## src/rtl/pipe_event_detector_if.sv

```systemverilog
// Frame-event bus between the game logic and pipe_event_detector.
// INVINCIBLE_EN adds the invincible input line.
interface pipe_event_detector_if #(
  parameter int COORD_W = 11
);
  logic               tick;
  logic               restart;
  logic [COORD_W-1:0] bird_x;
  logic [COORD_W-1:0] bird_y;
  logic [COORD_W-1:0] pipe1_x;
  logic [COORD_W-1:0] pipe1_y;
  logic [COORD_W-1:0] pipe2_x;
  logic [COORD_W-1:0] pipe2_y;
`ifdef INVINCIBLE_EN
  logic               invincible;
`endif
  logic               collision;
  logic               pass_pulse;
  logic               game_active;

  modport master (
    output tick, restart, bird_x, bird_y, pipe1_x, pipe1_y, pipe2_x, pipe2_y,
`ifdef INVINCIBLE_EN
    output invincible,
`endif
    input  collision, pass_pulse, game_active
  );

  modport slave (
    input  tick, restart, bird_x, bird_y, pipe1_x, pipe1_y, pipe2_x, pipe2_y,
`ifdef INVINCIBLE_EN
    input  invincible,
`endif
    output collision, pass_pulse, game_active
  );
endinterface

```

## src/rtl/pipe_event_detector.sv

```systemverilog
// Per-frame bird/pipe/floor collision and pipe-pass detection with the game FSM.
// Optional INVINCIBLE_EN masks pipe hits while bus.invincible is high.
module pipe_event_detector #(
  parameter int COORD_W  = 11,
  parameter int BIRD_W   = 16,
  parameter int BIRD_H   = 16,
  parameter int PIPE_W   = 32,
  parameter int GAP_H    = 96,
  parameter int SCREEN_H = 480
) (
  input  logic                  clock,
  input  logic                  reset_n,
  pipe_event_detector_if.slave  bus
);

  typedef logic [COORD_W:0] ext_t;

  localparam ext_t BIRD_W_X   = ext_t'(BIRD_W);
  localparam ext_t BIRD_H_X   = ext_t'(BIRD_H);
  localparam ext_t PIPE_W_X   = ext_t'(PIPE_W);
  localparam ext_t GAP_H_X    = ext_t'(GAP_H);
  localparam ext_t SCREEN_H_X = ext_t'(SCREEN_H);

  typedef enum logic [1:0] {IDLE, PLAY, OVER} state_t;

  state_t             state;
  logic               collision_q;
  logic               pass_pulse_q;
  logic               game_active_q;
  logic               pending;
  logic [1:0]         prev_behind;

  logic               s1_valid;
  logic [COORD_W-1:0] s1_bird_x, s1_bird_y;
  logic [COORD_W-1:0] s1_pipe1_x, s1_pipe1_y, s1_pipe2_x, s1_pipe2_y;
`ifdef INVINCIBLE_EN
  logic               s1_invincible;
`endif

  logic               s2_valid;
  logic               s2_hit;
  logic [1:0]         s2_behind;

  ext_t bx, by, p1x, p1y, p2x, p2y;
  logic h_ovl1, h_ovl2, out_gap1, out_gap2, floor_hit, pipe_hit, hit_c;
  logic [1:0] behind_c;
  logic [1:0] pass_sum;

  assign bx  = {1'b0, s1_bird_x};
  assign by  = {1'b0, s1_bird_y};
  assign p1x = {1'b0, s1_pipe1_x};
  assign p1y = {1'b0, s1_pipe1_y};
  assign p2x = {1'b0, s1_pipe2_x};
  assign p2y = {1'b0, s1_pipe2_y};

  assign h_ovl1    = (bx + BIRD_W_X > p1x) && (bx < p1x + PIPE_W_X);
  assign h_ovl2    = (bx + BIRD_W_X > p2x) && (bx < p2x + PIPE_W_X);
  assign out_gap1  = (by < p1y) || (by + BIRD_H_X > p1y + GAP_H_X);
  assign out_gap2  = (by < p2y) || (by + BIRD_H_X > p2y + GAP_H_X);
  assign floor_hit = (by + BIRD_H_X >= SCREEN_H_X);
`ifdef INVINCIBLE_EN
  assign pipe_hit  = ~s1_invincible & ((h_ovl1 & out_gap1) | (h_ovl2 & out_gap2));
`else
  assign pipe_hit  = (h_ovl1 & out_gap1) | (h_ovl2 & out_gap2);
`endif
  assign hit_c     = floor_hit | pipe_hit;
  assign behind_c  = {(p2x + PIPE_W_X < bx), (p1x + PIPE_W_X < bx)};

  // Coordinates are captured only on tick; valid bits carry the frame to the outputs.
  always_ff @(posedge clock or negedge reset_n) begin
    if (!reset_n) begin
      s1_valid   <= 1'b0;
      s1_bird_x  <= '0;
      s1_bird_y  <= '0;
      s1_pipe1_x <= '0;
      s1_pipe1_y <= '0;
      s1_pipe2_x <= '0;
      s1_pipe2_y <= '0;
`ifdef INVINCIBLE_EN
      s1_invincible <= 1'b0;
`endif
      s2_valid   <= 1'b0;
      s2_hit     <= 1'b0;
      s2_behind  <= '0;
    end else begin
      s1_valid <= bus.tick & ~bus.restart;
      if (bus.tick) begin
        s1_bird_x  <= bus.bird_x;
        s1_bird_y  <= bus.bird_y;
        s1_pipe1_x <= bus.pipe1_x;
        s1_pipe1_y <= bus.pipe1_y;
        s1_pipe2_x <= bus.pipe2_x;
        s1_pipe2_y <= bus.pipe2_y;
`ifdef INVINCIBLE_EN
        s1_invincible <= bus.invincible;
`endif
      end
      s2_valid  <= s1_valid & ~bus.restart;
      s2_hit    <= hit_c;
      s2_behind <= behind_c;
    end
  end

  assign pass_sum = {1'b0, pending} + {1'b0, s2_behind[0] & ~prev_behind[0]}
                  + {1'b0, s2_behind[1] & ~prev_behind[1]};

  // A double pass emits one pulse now and parks the second in pending for the next cycle.
  always_ff @(posedge clock or negedge reset_n) begin
    if (!reset_n) begin
      state         <= IDLE;
      collision_q   <= 1'b0;
      pass_pulse_q  <= 1'b0;
      game_active_q <= 1'b0;
      pending       <= 1'b0;
      prev_behind   <= '1;
    end else begin
      game_active_q <= (state == PLAY);
      if (bus.restart) begin
        state        <= PLAY;
        collision_q  <= 1'b0;
        pass_pulse_q <= 1'b0;
        pending      <= 1'b0;
        prev_behind  <= '1;
      end else begin
        pass_pulse_q <= pending;
        pending      <= 1'b0;
        if (s2_valid) begin
          prev_behind <= s2_behind;
          if (state == PLAY) begin
            if (s2_hit) begin
              state        <= OVER;
              collision_q  <= 1'b1;
              pass_pulse_q <= 1'b0;
              pending      <= 1'b0;
            end else begin
              pass_pulse_q <= |pass_sum;
              pending      <= pass_sum[1];
            end
          end
        end
      end
    end
  end

  assign bus.collision   = collision_q;
  assign bus.pass_pulse  = pass_pulse_q;
  assign bus.game_active = game_active_q;

endmodule

```

## src/flat_wrapper.sv

```systemverilog
// flat-port wrapper written by rule: the top's interface ports become plain ports
module pipe_event_detector_flat 
#(
  parameter int COORD_W  = 11,
  parameter int BIRD_W   = 16,
  parameter int BIRD_H   = 16,
  parameter int PIPE_W   = 32,
  parameter int GAP_H    = 96,
  parameter int SCREEN_H = 480
)
  (clock, reset_n, bus_tick, bus_restart, bus_bird_x, bus_bird_y, bus_pipe1_x, bus_pipe1_y, bus_pipe2_x, bus_pipe2_y, bus_collision, bus_pass_pulse, bus_game_active);
  pipe_event_detector_if #(.COORD_W(COORD_W)) bus_i ();
  input  logic clock;
  input  logic reset_n;
  input wire logic [$bits(bus_i.tick)-1:0] bus_tick;
  input wire logic [$bits(bus_i.restart)-1:0] bus_restart;
  input wire logic [$bits(bus_i.bird_x)-1:0] bus_bird_x;
  input wire logic [$bits(bus_i.bird_y)-1:0] bus_bird_y;
  input wire logic [$bits(bus_i.pipe1_x)-1:0] bus_pipe1_x;
  input wire logic [$bits(bus_i.pipe1_y)-1:0] bus_pipe1_y;
  input wire logic [$bits(bus_i.pipe2_x)-1:0] bus_pipe2_x;
  input wire logic [$bits(bus_i.pipe2_y)-1:0] bus_pipe2_y;
  output wire logic [$bits(bus_i.collision)-1:0] bus_collision;
  output wire logic [$bits(bus_i.pass_pulse)-1:0] bus_pass_pulse;
  output wire logic [$bits(bus_i.game_active)-1:0] bus_game_active;
  assign bus_i.tick = bus_tick;
  assign bus_i.restart = bus_restart;
  assign bus_i.bird_x = bus_bird_x;
  assign bus_i.bird_y = bus_bird_y;
  assign bus_i.pipe1_x = bus_pipe1_x;
  assign bus_i.pipe1_y = bus_pipe1_y;
  assign bus_i.pipe2_x = bus_pipe2_x;
  assign bus_i.pipe2_y = bus_pipe2_y;
  assign bus_collision = bus_i.collision;
  assign bus_pass_pulse = bus_i.pass_pulse;
  assign bus_game_active = bus_i.game_active;
  pipe_event_detector #(.COORD_W(COORD_W), .BIRD_W(BIRD_W), .BIRD_H(BIRD_H), .PIPE_W(PIPE_W), .GAP_H(GAP_H), .SCREEN_H(SCREEN_H)) u_core (.clock(clock), .reset_n(reset_n), .bus(bus_i));
endmodule
```

## config.mk

```make
export PLATFORM = sky130hd
export DESIGN_NAME = pipe_event_detector_flat
export DESIGN_NICKNAME = d
export VERILOG_FILES = /design/src/rtl/pipe_event_detector_if.sv /design/src/rtl/pipe_event_detector.sv /design/src/flat_wrapper.sv
export SDC_FILE = /design/constraint.sdc
export NUM_CORES = 1
export LEC_CHECK = 0
export ABC_AREA = 1
export CORE_ASPECT_RATIO = 2
export CORE_MARGIN = 2
export CORE_UTILIZATION = 45
export CTS_CLUSTER_DIAMETER = 50
export DETAILED_ROUTE_END_ITERATION = 8
export DONT_BUFFER_PORTS = 1
export GPL_TIMING_DRIVEN = 0
export PLACE_DENSITY = 0.6
export SYNTH_ARGS = -nofsm -noshare
export SYNTH_HDL_FRONTEND = slang
export SYNTH_SLANG_ARGS = --single-unit
```

## constraint.sdc

```tcl
create_clock -name clock -period 3.82 [get_ports clock]
set_input_delay 0.764 -clock clock [delete_from_list [all_inputs] [get_ports clock]]
set_output_delay 0.764 -clock clock [all_outputs]
set_load 0.05 [all_outputs]
```

==> impl_metrics.yaml <==
synth:
  netlist.area_leader.share_pct: 35.8
  flip_flop_cell_with_the_highest_count_after_synthesis: "dfrtp_1"
  post_synth_instance_area_mm2: 0.00532
  synth_async_sr_flop_share_pct: 100
  most_used_standard_cell_by_instance_count_after_synthesis: "nand2_1"
  synth_nets: 816
  post_syn_area_per_cell_um2: 7.98
  gate_count_of_the_mapped_netlist: 666
  synth_sequential_area_ratio_pct: 36.8
  synth.area.top_cells: "dfrtp_1 36%, ha_1 19%, nand2_1 12%, inv_1 6.8%, o21ai_0 6.4%"
  synth_enable_flop_cells: 0
  synthDominantAreaCellType: "dfrtp_1"
  synth_warnings: 0
  synth.distinct_cells: 34
  netlist_top_cells_count: "166 x nand2_1, 97 x inv_1, 79 x ha_1"
  synth-seq-cells: 78
routing:
  detail_route.vias_per_cell: 5.43
  postRouteWirelength_mm: 14.4
  detail_route.first_pass.iterations: 4
  drc: 0
  drtIter0Drc: 157
  num_vias: 4491
  final_antenna_net_count: 0
  wl_per_cell_um: 17.4
setup_path:
  cp.buffers_inverters: 1
  critPathArrivalTime_ns: 2.88
  end_kind: "flop"
  r2r.worst_path.cells: 13
  critical_path_depth: 13
  cpPeakStageDelay_ns: 0.52
  startpoint_type: "flop"
  critical_path_peak_fanout: 5
  worstPathRequired_ns: 4.10
  critical-path-slowest-cell: "dfrtp_1"
  setup.worst_path.class: "reg2reg"
  critical_path.top_delay_family: "simple AND/OR/NAND/NOR gates"
  cp_cell_sequence: "ha_1, nand3_1, nor3_1, xor2_1, ha_1, inv_1, nor2_1, nand4_1, a21oi_1, o22ai_1, a21oi_1, nand2_1, nand3_2"
  register_to_register_setup_slack_ns: 1.22
global_routing:
  track_usage_pct: 24.6
  via_count_of_the_first_global_routing_pass: 4746
  grt_overflow: 0
  pin_count_of_the_biggest_net_entering_global_routing: 79
  antenna_found_initial: 0
  grt_first_pass_wirelength_mm: 23.1
floorplanning:
  floorplan.initialDensity_pct: 45.7
  die-area_mm2: 0.0128
  die_x_um: 80.9
  floorplan.io_pins: 73
  area_inside_the_core_boundary_mm2: 0.0116
  placement_rows: 56
  die_height_um: 158
placed_design:
  detailedPlacementHpwl_mm: 11.5
  dpl.cell_count: 811
  placement.io_buffers: 0
  gpl.final_weighted_congestion: 0.957
clock_network:
  cts_root_buffer: "clkbuf_16"
  cts_post_setup_buffers_inserted: 0
  post_cts_resized: 0
  clk_pin_slew_worst_paths_ns: 0.07
  clock_sinks: 78
  clock_path_buffers: 2
  cts_tree: "built"
  inserted_clock_buffers: 9
  cts.htree.levels: 3
  insertion_delay_ns: 0.35
  holdBufCountCts: 0
final_layout:
  postLayoutCoreUtil_pct: 49.9
  final-instance-count-excl-fill: 827
  area_delta_synth_final_pct: 9.16
  fillerInstances: 1191
  n_antenna_cell: 0
  final_nets: 827
  final_layout_size_suffix_gt1_share_pct: 4.55
  layout.area.seq_mm2: 0.00195
  multi_input_area_mm2: 0.00294
power_and_ir_drop:
  p_switching_mw: 0.853
  power.clock.fraction_pct: 36.3
  static-leakage-power_nw: 2.99
  power.internal_mw: 1.65
  total_power_density_per_cell_area_mw_per_mm2: 432
  comb_power_share_pct: 24.4
  switching_share_of_power_pct: 34.0
  max-vdd-ir-drop_mv: 0.268
  power_mw: 2.51
  seqPwrFrac_pct: 39.3
timing:
  fin_crit_ns: 2.60
  max_slew.worst_pin.slew_ns: 0.755
  final_hold_viol_count: 0
  final_setup_violating_endpoints: 0
  slew_viol_final: 0
  totalNegativeSetupSlack_ns: 0
  finalClockSkew_ns: 0.00637
  final.period_utilization_pct: 68.0
  rsz0062_at_grt: "no"
  max_slew_margin_pct: 49.7
  timing.fmax_ghz: 0.385
job:
  max_cap_violations: 0
outcome:
  result_of_the_run: "complete, no violations"
min_path:
  timing.hold.worst.class: "in2async"
-- worst register-to-register path, delay by kind of cell (launching register included) --
| kind | cells | cell delay (ns) |
|---|---|---|
| adders and majority gates | 2 | 0.57 |
| xor gates and xnor gates | 1 | 0.15 |
| DFF | 1 | 0.52 |
| and+or+nand+nor | 6 | 0.84 |
| buffers and inverters | 1 | 0.04 |
| AOI/OAI and AO/OA | 3 | 0.43 |
-- worst paths after layout --
path                                      from               endpoint
max reg2reg                u_core.s1_bird_x[5]          u_core.s2_hit
min                                    reset_n   u_core.s1_pipe1_x[0]
max in group asynchronous              reset_n  u_core.prev_behind[0]
min in group clock             u_core.s1_valid        u_core.s2_valid
min reg2reg                    u_core.s1_valid        u_core.s2_valid
max                        u_core.s1_bird_x[5]          u_core.s2_hit
-- stage by stage --
step	hold WS, ns	setup slack, ns	area, um^2
floorplan	0.433	1.80	5320
global placement	0.438	1.28	5500
detailed placement	0.469	1.27	5500
CTS	0.101	1.24	5800
global route	0.0881	1.00	5800
finish	0.107	1.22	5800
-- state kept, by name, summed over array words and instances, names as in the netlist --
signal                  count
u_core.bus.collision        1
u_core.bus.game_active      1
u_core.bus.pass_pulse       1
u_core.pending              1
u_core.prev_behind          2
u_core.s1_bird_x           11
u_core.s1_bird_y           11
u_core.s1_pipe1_x          11
u_core.s1_pipe1_y          11
u_core.s1_pipe2_x          11
u_core.s1_pipe2_y          11
u_core.s1_valid             1
u_core.s2_behind            2
u_core.s2_hit               1
u_core.s2_valid             1
u_core.state                1
-- logic make-up (layout without fill, tap and decap cells) --
group | Yosys count | in the layout | synth area share (%)
compound gates | 127 | 127 | 13.1
xor+xnor | 20 | 20 | 3.29
fa+ha+maj | 80 | 80 | 19.0
buf+inv | 112 | 128 | 7.91
flops | 78 | 78 | 36.8
simple gates | 249 | 249 | 20.0
-- cell usage in the layout (no fill, tap or decap), types with 5 or more instances in the layout --
master	netlist	layout
dfrtp_1	76	76
clkbuf_1	15	15
xor2_1	18	18
inv_1	97	97
o21ai_0	68	68
nand2_1	166	166
nor3_1	5	5
clkbuf_16	0	9
nor2_1	27	27
nand3_1	24	24
a21oi_1	40	40
ha_1	79	79
nand4_1	11	11
-- power groups by stage --
stage | Sequential [mW] | Combinational [mW] | Clock, mW
finish | 0.985 | 0.611 | 0.910
global route | 0.993 | 0.717 | 0.971
CTS | 0.985 | 0.614 | 0.926
detailed placement | 1.00 | 0.608 | 0
global placement | 0.998 | 0.573 | 0
floorplan | 0.971 | 0.459 | 0
-- metal layers --
metal / GRT usage, % / up-vias / wire (um)
met5: 0 / - / 0
met4: 15.7 / 0 / 878
met3: 4.10 / 55 / 490
met2: 45.7 / 99 / 8130
met1: 24.2 / 2137 / 4870
li1: - / 2200 / -
-- cell type report --
type	instances	share of cell area, %
clock inverters	7	1.38
inverters	97	6.27
multi-input cells	476	50.7
clock buffers	9	3.88
flip-flops and latches	78	33.7
plain buffers	15	0.970
well taps	145	3.13
Power figures use the tool's default switching activity.
